===== config.mk =====
export PLATFORM = sky130hd
export DESIGN_NAME = router_fsm
export DESIGN_NICKNAME = d
export VERILOG_FILES = /design/src/rtl/router_fsm.sv
export SDC_FILE = /design/constraint.sdc
export NUM_CORES = 1
export LEC_CHECK = 0
export ABC_AREA = 1
export CAP_MARGIN = 20
export CORE_AREA = 2 2 39 41
export DETAILED_ROUTE_END_ITERATION = 8
export DIE_AREA = 0 0 41 43
export DONT_BUFFER_PORTS = 1
export HOLD_SLACK_MARGIN = 0.08
export PLACE_DENSITY = 0.71
export SLEW_MARGIN = 5
export SYNTH_ARGS = -nofsm -noshare
export SYNTH_HDL_FRONTEND = slang
export SYNTH_SLANG_ARGS = --single-unit

===== constraint.sdc =====
create_clock -name i_clock -period 3.5 [get_ports i_clock]
set_input_delay 0.7 -clock i_clock [delete_from_list [all_inputs] [get_ports i_clock]]
set_output_delay 0.7 -clock i_clock [all_outputs]
set_load 0.01 [all_outputs]

===== src/rtl/router_fsm.sv =====
// router_fsm: packet-level controller for the 1x3 router.
//   Decodes the header destination, waits for the target FIFO to drain, steers write
//   enables into it (tagging the header byte via lfd_state), stalls the source on FIFO
//   full and hands parity load/check off to the register block.
// Ports:
//   i_clock          system clock, all logic on posedge
//   i_resetn         synchronous active-low reset
//   i_pkt_valid      source driving a packet byte this cycle
//   i_data_in[1:0]   header destination field, sampled in decode state
//   i_parity_done    register block has captured the parity byte
//   i_low_pkt_valid  register block: pkt_valid dropped while stalled
//   i_fifo_full[2:0] / i_fifo_empty[2:0] / i_soft_reset[2:0]  per-FIFO flags, FIFO k on bit k
//   o_busy           source must hold its current byte
//   o_detect_add, o_lfd_state, o_ld_state, o_laf_state, o_full_state, o_rst_int_reg
//                    one-per-state decodes
//   o_write_enb_reg  a byte is written this cycle
//   o_write_enb[2:0] one-hot FIFO write enable
module router_fsm (
  input  logic       i_clock,
  input  logic       i_resetn,
  input  logic       i_pkt_valid,
  input  logic [1:0] i_data_in,
  input  logic       i_parity_done,
  input  logic       i_low_pkt_valid,
  input  logic [2:0] i_fifo_full,
  input  logic [2:0] i_fifo_empty,
  input  logic [2:0] i_soft_reset,
  output logic       o_busy,
  output logic       o_detect_add,
  output logic       o_lfd_state,
  output logic       o_ld_state,
  output logic       o_laf_state,
  output logic       o_full_state,
  output logic       o_rst_int_reg,
  output logic       o_write_enb_reg,
  output logic [2:0] o_write_enb
);

  localparam logic [2:0] DECODE_ADDRESS     = 3'd0;
  localparam logic [2:0] LOAD_FIRST_DATA    = 3'd1;
  localparam logic [2:0] LOAD_DATA          = 3'd2;
  localparam logic [2:0] FIFO_FULL_STATE    = 3'd3;
  localparam logic [2:0] LOAD_AFTER_FULL    = 3'd4;
  localparam logic [2:0] LOAD_PARITY        = 3'd5;
  localparam logic [2:0] CHECK_PARITY_ERROR = 3'd6;
  localparam logic [2:0] WAIT_TILL_EMPTY    = 3'd7;

  logic [2:0] r_state;
  logic [1:0] r_addr;
  logic [2:0] w_state_next;
  logic [1:0] w_addr_next;
  logic [1:0] w_sel;
  logic       w_addr_ok;
  logic [3:0] w_full4;
  logic [3:0] w_empty4;
  logic [3:0] w_soft4;

  // Flags padded to four entries so a 2-bit select never indexes out of range;
  // address 2'b11 reads back as "not empty / not full / no soft reset".
  assign w_full4  = {1'b0, i_fifo_full};
  assign w_empty4 = {1'b0, i_fifo_empty};
  assign w_soft4  = {1'b0, i_soft_reset};

  // Zero-latency decode: the header's field selects the FIFO in the same cycle.
  assign w_sel     = (r_state == DECODE_ADDRESS) ? i_data_in : r_addr;
  assign w_addr_ok = (i_data_in != 2'b11);

  always_comb begin
    w_state_next = r_state;
    w_addr_next  = r_addr;
    case (r_state)
      DECODE_ADDRESS: begin
        if (i_pkt_valid && w_addr_ok) begin
          w_addr_next  = i_data_in;
          w_state_next = w_empty4[w_sel] ? LOAD_FIRST_DATA : WAIT_TILL_EMPTY;
        end
      end
      WAIT_TILL_EMPTY: begin
        if (w_empty4[w_sel]) w_state_next = LOAD_FIRST_DATA;
      end
      LOAD_FIRST_DATA: w_state_next = LOAD_DATA;
      LOAD_DATA: begin
        // Full wins over end-of-packet so the last byte is not dropped.
        if (w_full4[w_sel])    w_state_next = FIFO_FULL_STATE;
        else if (!i_pkt_valid) w_state_next = LOAD_PARITY;
      end
      FIFO_FULL_STATE: begin
        if (!w_full4[w_sel]) w_state_next = LOAD_AFTER_FULL;
      end
      LOAD_AFTER_FULL: begin
        if (i_parity_done)        w_state_next = DECODE_ADDRESS;
        else if (i_low_pkt_valid) w_state_next = LOAD_PARITY;
        else                      w_state_next = LOAD_DATA;
      end
      LOAD_PARITY: w_state_next = CHECK_PARITY_ERROR;
      CHECK_PARITY_ERROR: begin
        w_state_next = w_full4[w_sel] ? FIFO_FULL_STATE : DECODE_ADDRESS;
      end
      default: w_state_next = DECODE_ADDRESS;
    endcase
    // Read timeout on the active FIFO abandons the packet.
    if ((r_state != DECODE_ADDRESS) && w_soft4[r_addr]) w_state_next = DECODE_ADDRESS;
  end

  always_ff @(posedge i_clock) begin
    if (!i_resetn) begin
      r_state <= DECODE_ADDRESS;
      r_addr  <= 2'b00;
    end else begin
      r_state <= w_state_next;
      r_addr  <= w_addr_next;
    end
  end

  assign o_detect_add    = (r_state == DECODE_ADDRESS);
  assign o_lfd_state     = (r_state == LOAD_FIRST_DATA);
  assign o_ld_state      = (r_state == LOAD_DATA);
  assign o_laf_state     = (r_state == LOAD_AFTER_FULL);
  assign o_full_state    = (r_state == FIFO_FULL_STATE);
  assign o_rst_int_reg   = (r_state == CHECK_PARITY_ERROR);
  assign o_busy          = !((r_state == DECODE_ADDRESS) || (r_state == LOAD_DATA));
  assign o_write_enb_reg = (r_state == LOAD_FIRST_DATA) || (r_state == LOAD_DATA) ||
                           (r_state == LOAD_AFTER_FULL) || (r_state == LOAD_PARITY);
  assign o_write_enb     = o_write_enb_reg ? (3'b001 << r_addr) : 3'b000;

endmodule


# Yosys cells after proc, flatten, opt, wreduce, memory -nomap -nowiden
# Cells that the tools add are included.
[totals] reg_bits=5 word_cells=48 out_inout_bits=11 inputBits=16
[op_classes] muxes=18 n_reduce_logical=12 bitwise_logic=1 shift=1 order_cmp=2 n_eq_ne=12
[op_table] operator="two-way mux 3 bit" n=9
[op_table] operator="case mux 3 bit (8 select lines)" n=1
[op_table] operator="equality test 3 bit (second input constant)" n=4
[op_table] operator="binary-select mux 1 bit (select 2 bit)" n=3
[op_table] operator="equality test 3 x 2 -> 1 bit (second input constant)" n=2
[op_table] operator="< comparator 2 x 3 -> 1 bit (second input constant)" n=2
[op_table] operator="inequality test 2 bit (second input constant)" n=3
[op_table] operator="logical OR 1 bit" n=4
[op_table] operator="two-way mux 2 bit" n=2
[op_table] operator="AND reduction 4 bit" n=1
[op_table] operator="equality test 3 x 1 -> 1 bit (second input constant)" n=1
[op_table] operator="logical NOT 3 bit" n=1
[op_table] operator="two-way mux 1 bit" n=3
[op_table] operator="inequality test 3 x 2 -> 1 bit (second input constant)" n=1
[op_table] operator="nonzero test 3 bit" n=1
[op_table] operator="left shift 1 x 2 -> 3 bit (first input constant)" n=1
[op_table] operator="logical AND 1 bit" n=2
[op_table] operator="inequality test 2 x 1 -> 1 bit (second input constant)" n=1
[op_table] operator="AND reduction 2 bit" n=1
[op_table] operator="OR reduction 2 bit" n=1
[op_table] operator="logical NOT 1 bit" n=1
[op_table] operator="NOT 1 bit" n=1

# Longest topological paths before layout
# Gate-level depths: netlist (run 1).
[logic_depth] word_depth=7 depth_mapped=12 depth_no_buf=12

# Worst setup path before layout (run 1)
# Ideal clock, no wire load.
[synth_path] path_kind="register to output" from="register r_state[0]" to="output port o_write_enb[0]" setup_slack_ps=1596 required_time_ps=2800 t_arrival_ps=1204 n_path_buf=0 stages_incl_launch_ff=8 path_cell_list="dfxtp_1 -> nor2_4 -> nand2_1 -> inv_1 -> nor2_1 -> nand2_1 -> inv_1 -> nor3_1"
[synth_between] word_cells_on_any_way=8 cone_classes="eq/ne: 4; mux: 1; reduce/logical: 3"
[synth_lines] item="from (decl)" line="48" rtl="logic [2:0] r_state;"
[synth_lines] item="from (signal assigned)" line="110" rtl="r_state <= w_state_next;"
[synth_lines] item="equality test 3 bit"
[synth_lines] item="via o_laf_state" line="32" rtl="output logic o_laf_state,"
[synth_lines] item="logical OR 1 bit" line="122" rtl="assign o_write_enb_reg = (r_state == LOAD_FIRST_DATA) || (r_state == LOAD_DATA) ||"
[synth_lines] item="logical OR 1 bit" line="123" rtl="(r_state == LOAD_AFTER_FULL) || (r_state == LOAD_PARITY);"
[synth_lines] item="via o_write_enb_reg" line="35" rtl="output logic o_write_enb_reg,"
[synth_lines] item="two-way mux 3 bit" line="124" rtl="assign o_write_enb = o_write_enb_reg ? (3'b001 << r_addr) : 3'b000;"
[synth_lines] item="to (decl)" line="36" rtl="output logic [2:0] o_write_enb"
# The timed path passes the listed nets, and every way through them passes these cells.

# Final worst setup path (run 1)
# Same ends and word-level chain as after synthesis.

==> results.txt, run 1 <==
- Once the floorplan was initialized, standard cells occupied 48.0% of the core.
- The layout has 160 filler cells.
- Critical hold path startpoint: r_addr[1]
- For the worst setup path, the data arrival time is 1.60 ns.
- Sequential cells were found to cover 15.1% of the synthesized design area.
- Number of buffers added to fix hold violations after cts: 0
- The first TritonRoute pass finished after 4 iterations.
* Routed wirelength normalized by instance count: 11.4 um
- Post-Layout Inst Area: 711 um^2
* Clock network fraction of total power: 10.4%
* Yosys warnings: 0
- In this run the number of H-tree levels came out at 1.
- After synthesis, the mean cell area works out to 6.10 um^2.
- The via count of the first global-routing pass is 593.
- Leakage power: 0.364 nW
- DP Worst Slack: 1.46 ns
- TritonCTS created 3 clock buffers.
- Post-CTS repair changed the size of 0 cells.
- The die covers 1760 um^2.
* Launch point of the worst reg-to-reg path: r_state[0]
* Buffer count from post-CTS setup fixing: 0
- Least setup slack across all paths after layout: 1.20 ns
- Skew-Pair Late Insertion Delay: 0.24 ns
- Fraction of layout instances using a drive strength above 1: 21.2%
* Setup slack on the worst flop-to-flop path: 1.93 ns
- Number of diodes added for antenna fixing: 0
- Number of placed cells counting well taps: 125
- The number of slew-limit violations in the final report came to 0.
- In this run the power spent charging and discharging nets is 0.362 mW.
* Hold violation total from the final report: 0
- Combinational cells account for 73.2% of the total power.
- The worst hold path terminates at r_addr[1].
* Vias after detailed routing: 688
- Max Cap Violations: 0
* Starting DRC count in detailed routing: 26
- The run finished with clean final reports.
- Sequential share of power: 16.3%
- Final clock period utilization by the worst path: 65.8%
- Counting instances, the worst hold path has a depth of 2.
- Once detailed placement completed, the half-perimeter wirelength came to 1.29 mm.
* RSZ-0062 raised after global routing: false
- Avg Vias per Cell: 5.33
* DRT Wirelength: 1.47 mm
* Clock Pin Slew Worst Setup and Hold Paths: 0.04 ns
* Clock sinks: 5
- R2R depth: 8
- CP Class: reg -> out
- The area growth from synthesis to layout is 6.97%.
- Net switching share of the total power: 57.9%
- Required time at the endpoint of the critical path: 2.80 ns
- Post-synthesis net count: 125
- 27 I/O pins were placed.
- The floorplan step set the die height to 43 um.
- The clock passes through at most 2 buffers.
* Critical path capture point type: primary output
- Summed over all instances, the cell type with the most area after synthesis is sky130_fd_sc_hd__dfxtp_1.
* Setup TNS: 0 ns
* Startpoint types: register
- GRT Resource Usage Total: 20.5%
* Tmin final: 2.30 ns
* Number of remaining DRC errors: 0
- The clock arrives with 0.000886 ns of skew.
* CP Depth: 7
* Most common library cell in the layout ignoring fill and taps: sky130_fd_sc_hd__inv_1
- Proportion of netlist area held by the largest area contributor: 15.1%
* Endpoint of the lowest-slack register-to-register path: r_state[2]
- Top delay family on crit path: simple AND/OR/NAND/NOR gates
* Tightest slew margin relative to the limit: 58.4%
* Highest-count cells in the layout ignoring fill and taps: 19 x sky130_fd_sc_hd__inv_1, 18 x sky130_fd_sc_hd__nand3_1, 16 x sky130_fd_sc_hd__nand2_1
- Critical path, cell by cell: nor2_4 > nand2_1 > inv_1 > nor2_1 > nand2_1 > inv_1 > nor3_1
- Leading cell types by total area after synthesis: sky130_fd_sc_hd__dfxtp_1 15%, sky130_fd_sc_hd__nand3_1 14%, sky130_fd_sc_hd__nand2_4 12%
- Transition at the pin with the smallest max-transition slack: 0.619 ns
- The placed instances occupy a cell area of 684 um^2.
- Die X: 41 um
- Layout Nets: 130
- TritonCTS built the clock tree.
* Global placer's final weighted congestion: 0.797
- Number of cell rows: 14
* Slowest stage cell on the critical path: sky130_fd_sc_hd__dfxtp_1
* Final Instance Count excl. Fillers: 129
- The number of different library cells used by synthesis comes to 18.
- Instance count of the mapped netlist: 109
- Peak fanout along the critical path: 6
* Buffer cell driving the clock tree root: sky130_fd_sc_hd__clkbuf_4
* Timing-limited maximum frequency: 434 MHz
- After layout, the design draws a total of 0.625 mW.
- Type of the worst min-delay path: reg -> reg
- In this run the power density over the cells is 880 nW/um^2.
* Slowest Stage Delay on Critical Path: 0.35 ns
- After global routing the overflow that remains totals 0.
* Total internal power: 0.263 mW
* Buffers added on ports: 0
- Pin count of the biggest net entering global routing: 11
- Post-route antenna net violation count: 0
- The initial antenna violation count came to 0.
* Std-Cell Core Area: 1380 um^2
- Wire length of the first global-routing pass: 2.42 mm
* Peak supply drop: 0.349 mV
* Final setup violating endpoints: 0
- In this run, synthesis produced a sequential element count of 5.
* Netlist area before placement: 664 um^2
- Critical path buffers and inverters: 2
power by group through the flow:
stage                     sequential [mW]  clock (mW)  combinational, mW
after floorplan                    0.0974           0              0.397
after global placement              0.101           0              0.454
after detailed placement            0.103           0              0.460
after CTS                           0.102      0.0689              0.462
after global routing                0.105      0.0732              0.517
final                               0.102      0.0653              0.458
worst min-delay path, cell delays in order, from the launching register on:
cell and delay, ns:
sky130_fd_sc_hd__dfxtp_1 0.34, sky130_fd_sc_hd__nor2_1 0.11, sky130_fd_sc_hd__a211oi_1 0.05
final cells by class:
class | count | area (um^2) | share of cell area, %
multi-input cells | 83 | 483 | 68.0
flip-flops and latches | 5 | 100 | 14.1
inverters | 21 | 81.3 | 11.4
clock buffers | 4 | 26.3 | 3.70
well taps | 16 | 20.0 | 2.82
routing by layer:
metal	part of all wire [%]	GRT usage, %	routed length [um]
met1	44	25.5	644
met2	49	31.3	720
met3	5.4	3.66	80
met4	1.6	12.0	23
met5	0	0	0
how the worst max path moves through the flow:
| stage | from | to | slack, ns |
|---|---|---|---|
| finish | r_state[0] | o_write_enb[0] | 1.20 |
| global route | r_state[0] | o_write_enb[0] | 1.05 |
| CTS | r_state[0] | o_write_enb[0] | 1.19 |
| detailed placement | r_state[0] | o_write_enb[0] | 1.46 |
| global placement | r_state[0] | o_write_enb[2] | 1.49 |
| floorplan | r_state[0] | o_write_enb[0] | 1.60 |
registers in the layout, summed over array words and instances, names as in the netlist:
register	flops
r_addr	2
r_state	3
logic make-up (layout without fill, tap and decap cells):
| group | count (synthesis) | in the layout | synth area share, % |
|---|---|---|---|
| and+or+nand+nor | 74 | 74 | 63.8 |
| DFF | 5 | 5 | 15.1 |
| buffers and inverters | 21 | 25 | 12.2 |
| AOI/OAI and AO/OA | 9 | 9 | 8.85 |
synthesized netlist by cell type, drive strengths merged:
master and n:
nor2 17, nor3 7, nor4 1, nand2 25
inv 21, a21oi 6, o21ai 2, a211oi 1
dfxtp 5, nand3 24
metrics by stage:
stage               hold slack, ns  util, %
floorplan                    0.513        -
global placement             0.542     49.5
detailed placement           0.553     49.5
CTS                          0.556     51.4
global route                 0.579     51.4
finish                       0.554     51.4
(Power assumes the default switching activity.)
==> inputs of run 2 (changes only) <==
Settings changed: PLACE_DENSITY 0.71 to 0.73.
Clock period 3.5 ns to 2.1 ns, I/O delays scaled along.
==> results.txt, run 2 (same netlist as run 1, synthesis figures left out) <==
- The count of maximum capacitance violations was 0 (unchanged).
- Num CTS Buffers: 3 (unchanged)
- STA classifies the critical path startpoint as a register.
- The maximum net fanout on the critical path came to 6 (unchanged).
- CP Class: reg -> out
- The height of the die is 43 um (unchanged).
- The pre-CTS setup slack was 0.353 ns (-1.10 ns).
- Most common library cell in the layout ignoring fill and taps: sky130_fd_sc_hd__inv_1
- The final critical path takes up 94.7% of the cycle.
- Setup slack on the worst flop-to-flop path: 0.56 ns (-1.37 ns)
- The startpoint identified for the worst register-to-register timing path is r_state[2].
- The most critical setup path has its endpoint at o_write_enb[0].
- Based on the critical path, the design can be clocked at up to 503 MHz.
- CP Depth: 7 (unchanged)
- Skew-Pair Late Insertion Delay: 0.24 ns (about the same)
- Critical Path Start: r_state[0]
- The number of hold violations in the final report is 0 (unchanged).
* Clock sinks: 5 (unchanged)
- The arrival time at the worst endpoint is 1.57 ns (-0.03 ns).
* Routed wirelength normalized by instance count: 11.8 um (+3.2%)
- Starting DRC count in detailed routing: 11 (-58%)
- Power per Cell Area: 1460 nW/um^2 (+66%)
* Remaining Overflow, GRT: 0 (unchanged)
- The number of antenna-violating nets in the routed design came to 0 (unchanged).
- Vias in the first global route: 607 (+2.4%)
- Layout Nets: 131 (+0.77%)
* Least setup slack across all paths after layout: 0.112 ns (-1.08 ns)
- Pin count of the biggest net entering global routing: 11 (unchanged)
* Number of placed cells counting well taps: 126 (+0.80%)
* Wire length of the first global-routing pass: 2.37 mm (-2.0%)
- The number of vias in the routed layout is 707 (+2.8%).
* Number of optimization iterations in the first detailed-route pass: 4 (unchanged)
* Leakage power: 0.370 nW (+1.5%)
- The run finished with clean final reports.
- Highest-count cells in the layout ignoring fill and taps: 19 x sky130_fd_sc_hd__inv_1, 18 x sky130_fd_sc_hd__nand3_1, 16 x sky130_fd_sc_hd__nand2_1
- Clock Pin Slew Worst Setup and Hold Paths: 0.04 ns (about the same)
- The number of DRC violations after detailed routing came to 0 (unchanged).
- Number of diodes added for antenna fixing: 0 (unchanged)
- The overall die width came to 41 um (unchanged).
- The number of buffers and inverters on the critical path was 2 (unchanged).
* Reg with most FFs: r_state
- The initial core utilization came to 48.0% (unchanged).
* Tmin final: 1.99 ns
- The core footprint is 1380 um^2 (unchanged).
* Synthesis-to-layout area growth: 8.10%
* RSZ-0062 raised after global routing: true
- Post-Route Utilization: 51.9% (+0.54 points)
- The post-route clock skew was 0.00276 ns (+0.00187 ns).
- The min-delay analysis places its worst path in the category in -> reg.
* I/O pin count: 27 (unchanged)
- The cell sitting at the root of the clock tree is a sky130_fd_sc_hd__clkbuf_4.
- The largest registers in the layout are r_state (3), r_addr (2).
- The number of gates resized after cts was 0 (unchanged).
* Max-slew violation count: 0 (unchanged)
* Largest register FFs: 3 (unchanged)
- Transition at the pin with the smallest max-transition slack: 0.539 ns (-0.0801 ns)
- The half-perimeter wire length after detailed placement was 1.29 mm (-0.11%).
- TritonCTS clock tree: done
- In this design, the largest share of critical-path delay is due to simple AND/OR/NAND/NOR gates.
- Bufs on Longest Clock Path: 2 (unchanged)
- Critical path capture point type: primary output
- The overall power of the completed layout was 1.05 mW (+68%).
- R2R depth: 11 (+3)
- The global placement routability congestion is 0.766 (-3.9%).
- The worst vdd rail ir drop was 0.559 mV (+60%).
- H-tree depth: 1 (unchanged)
- The slowest stage of the critical path belongs to the cell sky130_fd_sc_hd__dfxtp_1.
* DRT Wirelength: 1.53 mm (+4.0%)
- Final setup violating endpoints: 0 (unchanged)
- In this run the critical register-to-register path is captured at r_state[2].
- Floorplan die area: 1760 um^2 (unchanged)
- Avg Vias per Cell: 5.44 (+2.0%)
- Buffers added on ports: 0 (unchanged)
- Critical path, cell by cell: nor2_4 > nand2_1 > inv_1 > nor2_1 > nand2_1 > inv_1 > nor3_1
* Tightest slew margin relative to the limit: 63.8% (+5.4 points)
* Fraction of layout instances using a drive strength above 1: 21.9% (+0.69 points)
* Number of antenna violations at the first check in global routing: 0 (unchanged)
- Total of fill cells in the finished design: 138 (-14%)
- The critical path required time came to 1.68 ns (-1.12 ns).
* GRT Resource Usage Total: 19.8% (-0.72 points)
- Final Instance Count excl. Fillers: 130 (+0.78%)
* Number of cell rows: 14 (unchanged)
- Slowest Stage Delay on Critical Path: 0.34 ns (about the same)
[run 2: how the worst min path moves through the flow]
stage	startpoint	end	slack (ns)	cells after the start
2_1_floorplan	r_state[2]	r_state[2]	0.51	2
3_5_place_dp	r_addr[1]	r_addr[1]	0.55	2
5_1_grt	i_resetn	r_addr[1]	0.34	2
6_report	i_resetn	r_addr[0]	0.32	2
4_1_cts	i_resetn	r_addr[0]	0.32	2
3_3_place_gp	r_addr[1]	r_addr[1]	0.54	2
[run 2: report_power, final]
group,switching [mW],internal (mW)
clock,0.0357,0.0716
sequential,0.0429,0.126
combinational,0.531,0.243
[run 2: metal layers]
| metal | track usage, % | share of wire [%] | wire [um] | vias to the layer above |
|---|---|---|---|---|
| li1 | - | - | - | 366 |
| met1 | 25.1 | 44 | 665 | 314 |
| met2 | 29.4 | 49 | 753 | 25 |
| met3 | 3.66 | 6.5 | 99 | 2 |
| met4 | 12.0 | 0.65 | 10 | 0 |
| met5 | 0 | 0 | 0 | - |
[run 2: metrics by stage]
stage | instance area, um^2 | TNS, ns | hold slack, ns
global placement | 692 | 0 | 0.536
detailed placement | 692 | 0 | 0.546
CTS | 718 | 0 | 0.320
finish | 718 | 0 | 0.325
global route | 718 | -0.0429 | 0.337
floorplan | 664 | 0 | 0.513
[run 2: layout make-up]
cell class | instances | area, um^2 | area share [%]
multi-input cells | 83 | 483 | 67.2
flip-flops and latches | 5 | 100 | 13.9
inverters | 21 | 81.3 | 11.3
clock buffers | 4 | 26.3 | 3.66
well taps | 16 | 20.0 | 2.79
repair buffers | 1 | 7.51 | 1.05
[run 2: repair_timing]
action | in CTS | in global routing
setup endpoints to repair | 0 | 3
buffers inserted | 0 | 0
hold buffers | 0 | 0
